[src/rtl/mmio_mailbox.sv]
`default_nettype none
// ============================================================================
// Module   : mmio_mailbox
// Purpose  : CPU-bus mailbox with a TX FIFO (CPU -> consumer), an RX FIFO
//            (producer -> CPU), sticky error flags and an RX-available irq.
// Revision : 1.0  initial release
// ============================================================================
module mmio_mailbox #(
  parameter logic [31:0] BASE_ADDR = 32'h0000_1000,
  parameter int          DEPTH     = 8,
  parameter int          AW        = 3
) (
  input  logic        clk,
  input  logic        rst,
  input  logic        ce,
  input  logic        we,
  input  logic [31:0] addr,
  input  logic [3:0]  sel,
  input  logic [31:0] data_i,
  output logic [31:0] data_o,
  output logic [31:0] out_data,
  output logic        out_valid,
  input  logic        out_ready,
  input  logic [31:0] in_data,
  input  logic        in_valid,
  output logic        in_ready,
  output logic        irq
);

  localparam logic [AW:0] FULL      = (AW+1)'(DEPTH);
  localparam logic [1:0]  REG_TX    = 2'd0;
  localparam logic [1:0]  REG_RX    = 2'd1;
  localparam logic [1:0]  REG_STAT  = 2'd2;
  localparam logic [1:0]  REG_CTRL  = 2'd3;

  // FIFO storage (not reset)
  logic [31:0]   tx_mem [DEPTH];
  logic [31:0]   rx_mem [DEPTH];

  logic [AW-1:0] tx_wr_ptr, tx_rd_ptr;
  logic [AW-1:0] rx_wr_ptr, rx_rd_ptr;
  logic [AW:0]   tx_count, rx_count;
  logic          tx_drop, rx_underflow, irq_en;

  logic          hit, bus_wr, bus_rd;
  logic [1:0]    rsel;
  logic [31:0]   wdata_masked;
  logic          ctrl_wr, tx_flush, rx_flush;
  logic          tx_wr_req, tx_full, tx_push, tx_pop;
  logic          rx_rd_req, rx_nonempty, rx_push, rx_pop;
  logic          tx_drop_set, rx_underflow_set;
  logic [31:0]   status;
  logic [1:0]    unused_addr_lsbs;

  assign unused_addr_lsbs = addr[1:0];

  // Bus decode
  assign hit    = ce && (addr[31:4] == BASE_ADDR[31:4]);
  assign bus_wr = hit && we && (sel != 4'b0000);
  assign bus_rd = hit && !we;
  assign rsel   = addr[3:2];

  genvar b;
  generate
    for (b = 0; b < 4; b++) begin : g_byte_mask
      assign wdata_masked[8*b +: 8] = sel[b] ? data_i[8*b +: 8] : 8'h00;
    end
  endgenerate

  assign ctrl_wr  = bus_wr && (rsel == REG_CTRL) && sel[0];
  assign tx_flush = ctrl_wr && data_i[0];
  assign rx_flush = ctrl_wr && data_i[1];

  // TX side: a same-cycle consumer pop never makes room for a full-FIFO push
  assign tx_wr_req   = bus_wr && (rsel == REG_TX);
  assign tx_full     = (tx_count == FULL);
  assign tx_push     = tx_wr_req && !tx_full && !tx_flush;
  assign tx_drop_set = tx_wr_req && tx_full;
  assign tx_pop      = out_valid && out_ready && !tx_flush;

  // RX side: in_ready depends only on the registered count
  assign rx_rd_req        = bus_rd && (rsel == REG_RX);
  assign rx_nonempty      = (rx_count != '0);
  assign rx_pop           = rx_rd_req && rx_nonempty && !rx_flush;
  assign rx_underflow_set = rx_rd_req && !rx_nonempty;
  assign rx_push          = in_valid && in_ready && !rx_flush;

  assign out_valid = (tx_count != '0);
  assign out_data  = tx_mem[tx_rd_ptr];
  assign in_ready  = (rx_count != FULL);
  assign irq       = irq_en && rx_nonempty;

  assign status = {8'(tx_count), 8'(rx_count), 11'b0,
                   irq_en, rx_underflow, tx_drop, tx_full, rx_nonempty};

  always_comb begin
    data_o = 32'h0;
    if (bus_rd) begin
      case (rsel)
        REG_RX:   data_o = rx_nonempty ? rx_mem[rx_rd_ptr] : 32'h0;
        REG_STAT: data_o = status;
        REG_CTRL: data_o = {27'b0, irq_en, 4'b0};
        default:  data_o = 32'h0;
      endcase
    end
  end

  always_ff @(posedge clk) begin
    if (tx_push) tx_mem[tx_wr_ptr] <= wdata_masked;
    if (rx_push) rx_mem[rx_wr_ptr] <= in_data;
  end

  always_ff @(posedge clk or posedge rst) begin
    if (rst) begin
      tx_wr_ptr    <= '0;
      tx_rd_ptr    <= '0;
      tx_count     <= '0;
      rx_wr_ptr    <= '0;
      rx_rd_ptr    <= '0;
      rx_count     <= '0;
      tx_drop      <= 1'b0;
      rx_underflow <= 1'b0;
      irq_en       <= 1'b0;
    end else begin
      if (tx_flush) begin
        tx_wr_ptr <= '0;
        tx_rd_ptr <= '0;
        tx_count  <= '0;
      end else begin
        if (tx_push) tx_wr_ptr <= tx_wr_ptr + 1'b1;
        if (tx_pop)  tx_rd_ptr <= tx_rd_ptr + 1'b1;
        tx_count <= tx_count + {{AW{1'b0}}, tx_push} - {{AW{1'b0}}, tx_pop};
      end

      if (rx_flush) begin
        rx_wr_ptr <= '0;
        rx_rd_ptr <= '0;
        rx_count  <= '0;
      end else begin
        if (rx_push) rx_wr_ptr <= rx_wr_ptr + 1'b1;
        if (rx_pop)  rx_rd_ptr <= rx_rd_ptr + 1'b1;
        rx_count <= rx_count + {{AW{1'b0}}, rx_push} - {{AW{1'b0}}, rx_pop};
      end

      // Set wins over a same-cycle write-1-to-clear
      tx_drop      <= tx_drop_set
                      || (tx_drop && !(ctrl_wr && data_i[3]));
      rx_underflow <= rx_underflow_set
                      || (rx_underflow && !(ctrl_wr && data_i[4]));

      if (ctrl_wr) irq_en <= data_i[2];
    end
  end

endmodule
`default_nettype wire

[config.mk]
export PLATFORM = sky130hd
export DESIGN_NAME = mmio_mailbox
export DESIGN_NICKNAME = d
export VERILOG_FILES = /design/src/rtl/mmio_mailbox.sv
export SDC_FILE = /design/constraint.sdc
export NUM_CORES = 1
export LEC_CHECK = 0
export ABC_AREA = 1
export CAP_MARGIN = 15
export CORE_ASPECT_RATIO = 1.5
export CORE_MARGIN = 2
export CORE_UTILIZATION = 37
export DETAILED_ROUTE_END_ITERATION = 8
export GPL_ROUTABILITY_DRIVEN = 0
export PLACE_DENSITY = 0.57
export SYNTH_ARGS = -nofsm -noshare
export SYNTH_HDL_FRONTEND = slang
export SYNTH_SLANG_ARGS = --single-unit
[constraint.sdc]
create_clock -name clk -period 4.2 [get_ports clk]
set_input_delay 0.63 -clock clk [delete_from_list [all_inputs] [get_ports clk]]
set_output_delay 0.63 -clock clk [all_outputs]
set_load 0.005 [all_outputs]
==> Yosys cells after proc, flatten, opt, wreduce, memory -nomap -nowiden <==
Memories as Yosys holds them, arrays and structs flattened.
Cells that the tools add are included.
W data, S select, Z words.
{ "classes": {"addsub": 8, "n_eq_ne": 6, "muxes": 21, "n_reduce_logical": 42} }
{ "ops": {"columns": ["op", "n"], "rows": [
  ["$pmux W32 S3", 1],
  ["$mux W32", 2],
  ["$mux W8", 4],
  ["$eq A28 B9 Y1 const B", 1],
  ["$logic_and A1 B1 Y1", 25],
  ["$mux W3", 8],
  ["$add A3 B1 Y3 const B", 4],
  ["$reduce_bool A4 Y1", 3],
  ["$add A4 B1 Y4", 2],
  ["$mux W4", 2],
  ["$reduce_bool A2 Y1", 4],
  ["$sub A4 B1 Y4", 2],
  ["$logic_not A1 Y1", 7],
  ["$eq A2 B2 Y1 const B", 2],
  ["$eq A4 B4 Y1 const B", 1],
  ["$mux W1", 4],
  ["$ne A4 B4 Y1 const B", 1],
  ["$eq A2 B1 Y1 const B", 1],
  ["$logic_not A2 Y1", 1],
  ["$logic_or A1 B1 Y1", 2]
]} }
{ "word_totals": {"ff_bits": 23, "ramBits": 512, "input_bits": 106, "out_inout_bits": 67, "word_cells": 88, "mem_count": 2} }
{ "mem_list": {"columns": ["memory", "words", "word_bits", "rd", "rd_clocked_by_memory_dff", "write_ports", "line", "rtl"], "rows": [
  ["rx_mem", 8, 32, 1, 0, 1, "38", "logic [31:0] rx_mem [DEPTH];"],
  ["tx_mem", 8, 32, 1, 0, 1, "37", "logic [31:0] tx_mem [DEPTH];"]
]} }

==> Logic depth before layout (Yosys ltp) <==
Gate-level depths: netlist (run 1).
{ "logic_depth": {"word_depth": 12, "ltp_mapped": 17, "depth_no_buf": 17} }

==> Worst setup path after synthesis (run 1) <==
No wires, ideal clock.
{ "synth_timing": {"path_kind": "input port to flip-flop", "start": "in sel[2]", "end": "mem rx_mem[3][0] (enable)", "setup_time_ns": 0.461, "arrival_time_ns": 3.597, "t_required_ns": 3.739, "setup_slack_ns": 0.142, "path_stages": 8, "path_buffers": 1, "path_cell_list": "buf_4 nor2_2 a21oi_4 nand3_2 inv_2 nand3_2 nand2_1 nor3_1"} }
{ "synth_between": {"elab_chain_len": 9} }
{ "synth_lines": {"columns": ["item", "line", "rtl"], "rows": [
  ["start: declaration", "18", "input logic [3:0] sel,"],
  ["$reduce_bool A4 Y1", "59", "assign bus_wr = hit && we && (sel != 4'b0000);"],
  ["$logic_and A1 B1 Y1", "59", null],
  ["$logic_and A1 B1 Y1 (2 in series)", "70", "assign ctrl_wr = bus_wr && (rsel == REG_CTRL) && sel[0];"],
  ["$logic_and A1 B1 Y1", "72", "assign rx_flush = ctrl_wr && data_i[1];"],
  ["$logic_not A1 Y1", "86", "assign rx_push = in_valid && in_ready && !rx_flush;"],
  ["$logic_and A1 B1 Y1", "86", null],
  ["$mux W1", "110", "if (rx_push) rx_mem[rx_wr_ptr] <= in_data;"],
  ["$mux W1 (not written as such)", "110", null],
  ["end: declaration", "38", null]
]} }
Every way passes these cells.

==> Worst setup path in the final report (run 1) <==
{ "layout_timing": {"start": "reg rx_rd_ptr[0]", "end": "out data_o[19]"} }
{ "layout_between": {"elab_chain_len": 4} }
{ "layout_lines": {"columns": ["item", "line", "rtl"], "rows": [
  ["start: declaration", "41", "logic [AW-1:0] rx_wr_ptr, rx_rd_ptr;"],
  ["start signal: assignment", "141", "if (rx_pop) rx_rd_ptr <= rx_rd_ptr + 1'b1;"],
  ["$mem_v2 Z8 W32", null, null],
  ["$mux W32", "100", "REG_RX: data_o = rx_nonempty ? rx_mem[rx_rd_ptr] : 32'h0;"],
  ["$pmux W32 S3", "99", "case (rsel)"],
  ["$mux W32", "98", "if (bus_rd) begin"],
  ["end: declaration", "20", "output logic [31:0] data_o,"]
]} }
Every way passes these cells.

==> impl_table.tex, run 1 <==
\begin{tabular}{lr}
\hline
Metric & Value \\
\hline
\multicolumn{2}{l}{\textbf{Setup path}} \\
Worst-path fanout max & 61 \\
Kind of capture point of the worst setup path & output port \\
CP Launch Type & register \\
Worst Path Arrival & 3270 ps \\
Worst reg2reg setup slack & 1680 ps \\
Critical path start-end classification & register to output port \\
Critical path data required time & 3570 ps \\
\multicolumn{2}{l}{\textbf{Yosys}} \\
Net Count, Synth & 1899 \\
Yosys warning total & 0 \\
Register bit total from synthesis & 535 \\
Count of flip-flops with a built-in enable after synthesis & 512 \\
Portion of the post-synthesis area used by sequential elements & 72.8\% \\
Mapped Cells & 1775 \\
Netlist Area Pre-Place & 21900 µm² \\
Post-synth cell types & 36 \\
Top FF cell, synth & sky130\_fd\_sc\_hd\_\_edfxtp\_1 \\
Share of synthesized flip-flops with an asynchronous set or reset & 4.30\% \\
Mean post-synth cell area & 12.3 µm² \\
\multicolumn{2}{l}{\textbf{Die}} \\
X dimension of the die & 203 µm \\
\# rows & 109 \\
Core area & 58800 µm² \\
Floorplan die area & 61200 µm² \\
Initial cell density of the core & 37.3\% \\
Num ports & 173 \\
Chip height & 302 µm \\
\multicolumn{2}{l}{\textbf{Final layout}} \\
Layout cells sized above 1 & 9.64\% \\
Most common cell after layout, fill and taps aside & sky130\_fd\_sc\_hd\_\_edfxtp\_1 \\
Net total in the final layout & 2062 \\
Layout overhead on the synthesized area & 21.2\% \\
Filler instances & 5222 \\
Fraction of the core area covered by cells at the end of the flow & 45.2\% \\
Most frequent cells in the layout & sky130\_fd\_sc\_hd\_\_edfxtp\_1, sky130\_fd\_sc\_hd\_\_nor2\_1, sky130\_fd\_sc\_hd\_\_o21ai\_0, sky130\_fd\_sc\_hd\_\_clkdlybuf4s50\_1, sky130\_fd\_sc\_hd\_\_nand2\_1 \\
Number of cells in the finished layout apart from fillers & 2759 \\
Cell area after layout & 26600 µm² \\
\multicolumn{2}{l}{\textbf{Clocking}} \\
Maximum level of the CTS H-tree & 2 \\
Hold-fix buffer count after cts & 0 \\
Post-CTS resize count & 0 \\
Clk slew on worst S/H paths & 70 ps \\
Clock insertion delay at the later pin of the skew report & 610 ps \\
Cell at the root of the clock tree & sky130\_fd\_sc\_hd\_\_clkbuf\_16 \\
Num CTS Buffers & 52 \\
Worst-case clock buffer depth & 3 \\
Post-CTS repair timing setup buffer count & 0 \\
CTS tree & yes \\
CTS sink count & 535 \\
\multicolumn{2}{l}{\textbf{Hold path}} \\
Worst min path class & register to register \\
\multicolumn{2}{l}{\textbf{Detailed routing}} \\
Residual antenna-violating net count after detailed routing & 0 \\
Final routed DRC violation total & 0 \\
Number of vias per cell after detailed routing & 5.17 \\
Final Routed Wirelength & 54.7 mm \\
Via count of the routed design & 14271 \\
Detail-routed net length per standard cell & 19.8 µm \\
Initial DRT Pass Iterations & 5 \\
Violation count after the first detailed-routing iteration & 934 \\
\multicolumn{2}{l}{\textbf{Pwr}} \\
Lkg Pwr & 8.92 nW \\
VDD IR-drop max & 513 µV \\
Power per Cell Area & 552 nW/µm² \\
\multicolumn{2}{l}{\textbf{Global route}} \\
Initial antenna violation count & 3 \\
First-pass GRT wire length & 82.9 mm \\
Pin count of the biggest net entering global routing & 132 \\
Vias in the first global route & 14199 \\
Total congestion overflow & 0 \\
Total global routing track utilization & 17.8\% \\
\multicolumn{2}{l}{\textbf{Job}} \\
Max-cap violations & 0 \\
\multicolumn{2}{l}{\textbf{STA}} \\
Shortest clock period the worst path allows after layout & 3900 ps \\
Post-route clock period utilization & 92.9\% \\
RSZ-0062 raised after global routing & false \\
Maximum clock frequency & 256 MHz \\
Number of endpoints with negative hold slack in the final report & 0 \\
Slew Viols, Final & 0 \\
Final worst clock skew & 17.4 ps \\
Slew HR & 31.7\% \\
TNS Setup & 0 ps \\
Actual slew at the worst max-slew pin & 1020 ps \\
Setup slack after layout & 297 ps \\
Count of final setup violators & 0 \\
\multicolumn{2}{l}{\textbf{Place}} \\
Total half-perimeter wirelength after legalization and detailed placement & 31.0 mm \\
IO Port Bufs & 170 \\
Inst Count DP & 2661 \\
Placed cell area & 24800 µm² \\
Setup slack after placement & 333 ps \\
\multicolumn{2}{l}{\textbf{Outcome}} \\
Result of the run & finished, final reports clean \\
\hline
\end{tabular}
## registers in the layout, summed over array words and instances (netlist names)
signal	count
tx_rd_ptr	3
tx_wr_ptr	3
rx_wr_ptr	3
tx_drop	1
irq_en	1
tx_mem	256
rx_mem	256
tx_count	4
rx_underflow	1
rx_rd_ptr	3
rx_count	4
## worst max-delay path: stages, from the launching register on
cell	delay, ps
sky130_fd_sc_hd__dfrtp_4	680
sky130_fd_sc_hd__inv_2	300
sky130_fd_sc_hd__buf_12	310
sky130_fd_sc_hd__o21ai_0	120
sky130_fd_sc_hd__o221ai_1	210
sky130_fd_sc_hd__nand3_1	190
sky130_fd_sc_hd__a21oi_1	170
sky130_fd_sc_hd__clkdlybuf4s50_1	600
## cell families (layout without fill, tap and decap cells)
kind of cell	count (synthesis)	after routing	synth area share, %
XOR/XNOR	4	4	0.160
flip-flops	535	535	72.8
AO/OA/AOI/OAI	429	429	11.2
other	0	1	0
adder cells (fa/ha/maj)	18	18	1.10
buffers and inverters	204	410	3.97
AND/OR/NAND/NOR	585	585	10.8
## cells in the mapped netlist, drive strengths merged, types with 23 or more instances
cell | n | area share [%]
buf | 51 | 1.3
o22ai | 73 | 2.1
edfxtp | 512 | 70
dfrtp | 23 | 2.6
nand3 | 39 | 1.0
inv | 97 | 1.7
nand2 | 137 | 2.4
clkbuf | 55 | 0.94
o21ai | 259 | 5.9
nor2 | 398 | 7.0
a31oi | 32 | 0.91
a21oi | 37 | 1.2
## path summary, 6_finish.rpt
| kind | start | endpoint | depth (start not counted) |
|---|---|---|---|
| max | rx_rd_ptr[0] | data_o[19] | 7 |
| min | rx_underflow | rx_underflow | 2 |
| max reg2reg | rx_count[2] | rx_mem[0][20] | 9 |
| min reg2reg | rx_underflow | rx_underflow | 2 |
| max in group asynchronous | rst | tx_rd_ptr[0] | 2 |
| min in group asynchronous | rst | rx_wr_ptr[2] | 2 |
## through the flow
stage	hold slack (ps)	total power, mW
after floorplan	442	8.45
after global placement	456	9.85
after detailed placement	465	9.94
after CTS	481	14.8
after global routing	523	15.4
final	474	14.7
## area by class of cell
class	instances	area, µm²	share of cell area [%]
Sequential cell	535	16000	60.1
Multi-Input combinational cell	1036	5190	19.6
Timing Repair Buffer	215	2260	8.53
Clock buffer	68	1420	5.36
Tap cell	777	972	3.66
Clock inverter	29	378	1.42
Inverter	98	368	1.39
Antenna cell	1	2.50	0.00942
## routing by layer
| metal | GRT usage [%] | vias up | routed length, µm |
|---|---|---|---|
| met2 | 30.4 | 477 | 26600 |
| met4 | 7.13 | 4 | 1800 |
| met1 | 21.8 | 6992 | 22100 |
| met3 | 4.12 | 112 | 4230 |
| met5 | 0 | - | 27 |
| li1 | - | 6686 | - |
## power by group
group	leakage, nW	total [mW]	switching (mW)	internal (mW)
Combinational	3.39	3.34	2.07	1.27
Clock	0.876	4.89	2.04	2.85
Sequential	4.65	6.43	0.126	6.31
Power figures use the tool's default switching activity.
==> run 2, diff against run 1 <==
--- a/config.mk
+++ b/config.mk
@@ -9,10 +9,10 @@
 export CAP_MARGIN = 15
 export CORE_ASPECT_RATIO = 1.5
 export CORE_MARGIN = 2
-export CORE_UTILIZATION = 37
+export CORE_UTILIZATION = 58
 export DETAILED_ROUTE_END_ITERATION = 8
 export GPL_ROUTABILITY_DRIVEN = 0
-export PLACE_DENSITY = 0.57
+export PLACE_DENSITY = 0.81
 export SYNTH_ARGS = -nofsm -noshare
 export SYNTH_HDL_FRONTEND = slang
 export SYNTH_SLANG_ARGS = --single-unit
==> impl_table.tex, run 2 (synthesized netlist as in run 1, its figures left out) <==
\begin{tabular}{lr}
\hline
Metric & Value \\
\hline
\multicolumn{2}{l}{\textbf{Die}} \\
Floorplan die area & 39400 µm² (was 61200 µm²) \\
Initial cell density of the core & 58.5\% (was 37.3\%) \\
X dimension of the die & 163 µm (was 203 µm) \\
Core area & 37400 µm² (was 58800 µm²) \\
\# rows & 87 (was 109) \\
Num ports & 173 (unchanged) \\
Chip height & 242 µm (was 302 µm) \\
\multicolumn{2}{l}{\textbf{Hold path}} \\
Worst min path class & register to register (unchanged) \\
\multicolumn{2}{l}{\textbf{Pwr}} \\
Lkg Pwr & 8.67 nW (was 8.92 nW) \\
Switching component of the power & 3.98 mW (was 4.23 mW) \\
Switching share of power & 28.9\% (about the same) \\
Clock share of power & 29.5\% (was 33.3\%) \\
VDD IR-drop max & 453 µV (was 513 µV) \\
Part of the power in registers & 46.9\% (was 43.9\%) \\
Power per Cell Area & 536 nW/µm² (was 552 nW/µm²) \\
Design internal power & 9.77 mW (was 10.4 mW) \\
Share of power burned in combinational logic & 23.7\% (was 22.8\%) \\
Sum of internal, switching and leakage power & 13.7 mW (was 14.7 mW) \\
\multicolumn{2}{l}{\textbf{Final layout}} \\
Filler instances & 2504 (was 5222) \\
Biggest registers after layout & rx\_mem: 256 flops, tx\_mem: 256 flops (unchanged) \\
Fraction of the core area covered by cells at the end of the flow & 68.4\% (was 45.2\%) \\
Cell area after layout & 25600 µm² (was 26600 µm²) \\
Most frequent cells in the layout & sky130\_fd\_sc\_hd\_\_edfxtp\_1, sky130\_fd\_sc\_hd\_\_nor2\_1, sky130\_fd\_sc\_hd\_\_o21ai\_0, sky130\_fd\_sc\_hd\_\_clkdlybuf4s50\_1, sky130\_fd\_sc\_hd\_\_nand2\_1 (unchanged) \\
Most common cell after layout, fill and taps aside & sky130\_fd\_sc\_hd\_\_edfxtp\_1 (unchanged) \\
Net total in the final layout & 2051 (was 2062) \\
Layout overhead on the synthesized area & 17.0\% (was 21.2\%) \\
Layout cells sized above 1 & 8.81\% (was 9.64\%) \\
\multicolumn{2}{l}{\textbf{Setup path}} \\
Slowest stage delay, CP & 560 ps (was 680 ps) \\
Critical path data required time & 3570 ps (about the same) \\
CP Launch Type & register (unchanged) \\
Worst-path fanout max & 35 (was 61) \\
Buffers \& Inverters on Critical Path & 3 (unchanged) \\
Slowest cell on the critical path & sky130\_fd\_sc\_hd\_\_clkdlybuf4s50\_1 (was sky130\_fd\_sc\_hd\_\_dfrtp\_4) \\
Critical path start-end classification & register to output port (unchanged) \\
List of cells traversed by the critical path & inv\_2 > buf\_4 > o21ai\_0 > o221ai\_1 > nand3\_1 > a21oi\_1 > clkdlybuf4s50\_1 (was inv\_2 > buf\_12 > o21ai\_0 > o221ai\_1 > nand3\_1 > a21oi\_1 > clkdlybuf4s50\_1) \\
Cell class contributing the biggest share of worst-path delay & buffers and inverters (unchanged) \\
Worst Path Arrival & 3260 ps (was 3270 ps) \\
Kind of capture point of the worst setup path & output port (unchanged) \\
\multicolumn{2}{l}{\textbf{Detailed routing}} \\
Violation count after the first detailed-routing iteration & 1457 (was 934) \\
Initial DRT Pass Iterations & 5 (unchanged) \\
Final Routed Wirelength & 49.9 mm (was 54.7 mm) \\
Final routed DRC violation total & 0 (unchanged) \\
Number of vias per cell after detailed routing & 5.88 (was 5.17) \\
Via count of the routed design & 14430 (was 14271) \\
Residual antenna-violating net count after detailed routing & 0 (unchanged) \\
Detail-routed net length per standard cell & 20.3 µm (was 19.8 µm) \\
\multicolumn{2}{l}{\textbf{STA}} \\
RSZ-0062 raised after global routing & false (unchanged) \\
Post-route clock period utilization & 92.5\% (was 92.9\%) \\
Shortest clock period the worst path allows after layout & 3890 ps (was 3900 ps) \\
Final worst clock skew & 32.8 ps (was 17.4 ps) \\
TNS Setup & 0 ps (unchanged) \\
Number of endpoints with negative hold slack in the final report & 0 (unchanged) \\
Slew HR & 37.8\% (was 31.7\%) \\
Count of final setup violators & 0 (unchanged) \\
Slew Viols, Final & 0 (unchanged) \\
Actual slew at the worst max-slew pin & 932 ps (was 1020 ps) \\
Maximum clock frequency & 257 MHz (was 256 MHz) \\
\multicolumn{2}{l}{\textbf{Clocking}} \\
Post-CTS repair timing setup buffer count & 0 (unchanged) \\
Clk slew on worst S/H paths & 70 ps (about the same) \\
Clock insertion delay at the later pin of the skew report & 580 ps (was 610 ps) \\
Worst-case clock buffer depth & 3 (unchanged) \\
CTS sink count & 535 (unchanged) \\
Maximum level of the CTS H-tree & 2 (unchanged) \\
Hold-fix buffer count after cts & 0 (unchanged) \\
Num CTS Buffers & 46 (was 52) \\
Cell at the root of the clock tree & sky130\_fd\_sc\_hd\_\_clkbuf\_16 (unchanged) \\
CTS tree & yes (unchanged) \\
Post-CTS resize count & 0 (unchanged) \\
\multicolumn{2}{l}{\textbf{Global route}} \\
Initial antenna violation count & 1 (was 3) \\
Vias in the first global route & 14502 (was 14199) \\
Total congestion overflow & 0 (unchanged) \\
Pin count of the biggest net entering global routing & 132 (unchanged) \\
Total global routing track utilization & 25.0\% (was 17.8\%) \\
First-pass GRT wire length & 75.9 mm (was 82.9 mm) \\
\multicolumn{2}{l}{\textbf{Outcome}} \\
Result of the run & finished, final reports clean (unchanged) \\
\multicolumn{2}{l}{\textbf{Place}} \\
Total half-perimeter wirelength after legalization and detailed placement & 28.0 mm (was 31.0 mm) \\
Placed cell area & 24200 µm² (was 24800 µm²) \\
IO Port Bufs & 170 (unchanged) \\
\multicolumn{2}{l}{\textbf{Job}} \\
Max-cap violations & 0 (unchanged) \\
\hline
\end{tabular}
run 2: worst reg2reg max path: stages (launching register included):
cell                      delay [ps]
sky130_fd_sc_hd__dfrtp_1         350
sky130_fd_sc_hd__inv_1            80
sky130_fd_sc_hd__ha_1            200
sky130_fd_sc_hd__nand3_1         160
sky130_fd_sc_hd__nand2_1         130
sky130_fd_sc_hd__inv_1           150
sky130_fd_sc_hd__nand2_1         260
sky130_fd_sc_hd__ha_1            380
sky130_fd_sc_hd__inv_1            40
sky130_fd_sc_hd__ha_1            200
sky130_fd_sc_hd__fa_1            410
sky130_fd_sc_hd__xor2_1          170
sky130_fd_sc_hd__nand2_1          80
sky130_fd_sc_hd__inv_2            30
run 2: worst paths after layout:
kind,endpoint,start,slack [ps],depth (start not counted)
worst min-delay path,rx_underflow,rx_underflow,490,2
worst max register to register,rx_count[2],rx_count[2],1460,13
min in group asynchronous,tx_count[3],rst,570,2
worst min register to register,rx_underflow,rx_underflow,490,2
worst max-delay path,data_o[16],rx_rd_ptr[0],310,7
max in group asynchronous,tx_rd_ptr[0],rst,2960,2
run 2: stage by stage:
stage | instances | hold slack, ps | worst slack [ps]
2_1_floorplan | 1775 | 442 | 142
3_3_place_gp | 2368 | 460 | 481
3_5_place_dp | 2368 | 480 | 481
4_1_cts | 2452 | 496 | 326
5_1_grt | 2452 | 509 | 106
6_report | 2453 | 492 | 314
run 2: layout make-up:
type	count	area (µm²)	area share [%]
Sequential cell	535	16000	62.3
Clock inverter	33	269	1.05
Multi-Input combinational cell	1036	5190	20.3
Timing Repair Buffer	210	2050	8.01
Tap cell	489	612	2.39
Antenna cell	1	2.50	0.00977
Clock buffer	51	1170	4.57
Inverter	98	368	1.44
run 2: layer usage:
layer / vias up / part of all wire, % / track usage, %
li1: 6656 / - / -
met1: 6977 / 35 / 28.4
met2: 652 / 53 / 45.0
met3: 143 / 8.1 / 5.07
met4: 2 / 3.6 / 11.4
met5: - / 0.024 / 0
run 2: power by group through the flow:
stage               Clock (mW)  Combinational (mW)  Sequential, mW
finish                    4.05                3.25            6.44
global route              4.27                3.58            6.47
CTS                       4.08                3.26            6.44
detailed placement           0                3.24            6.55
global placement             0                3.12            6.53
floorplan                    0                1.92            6.53
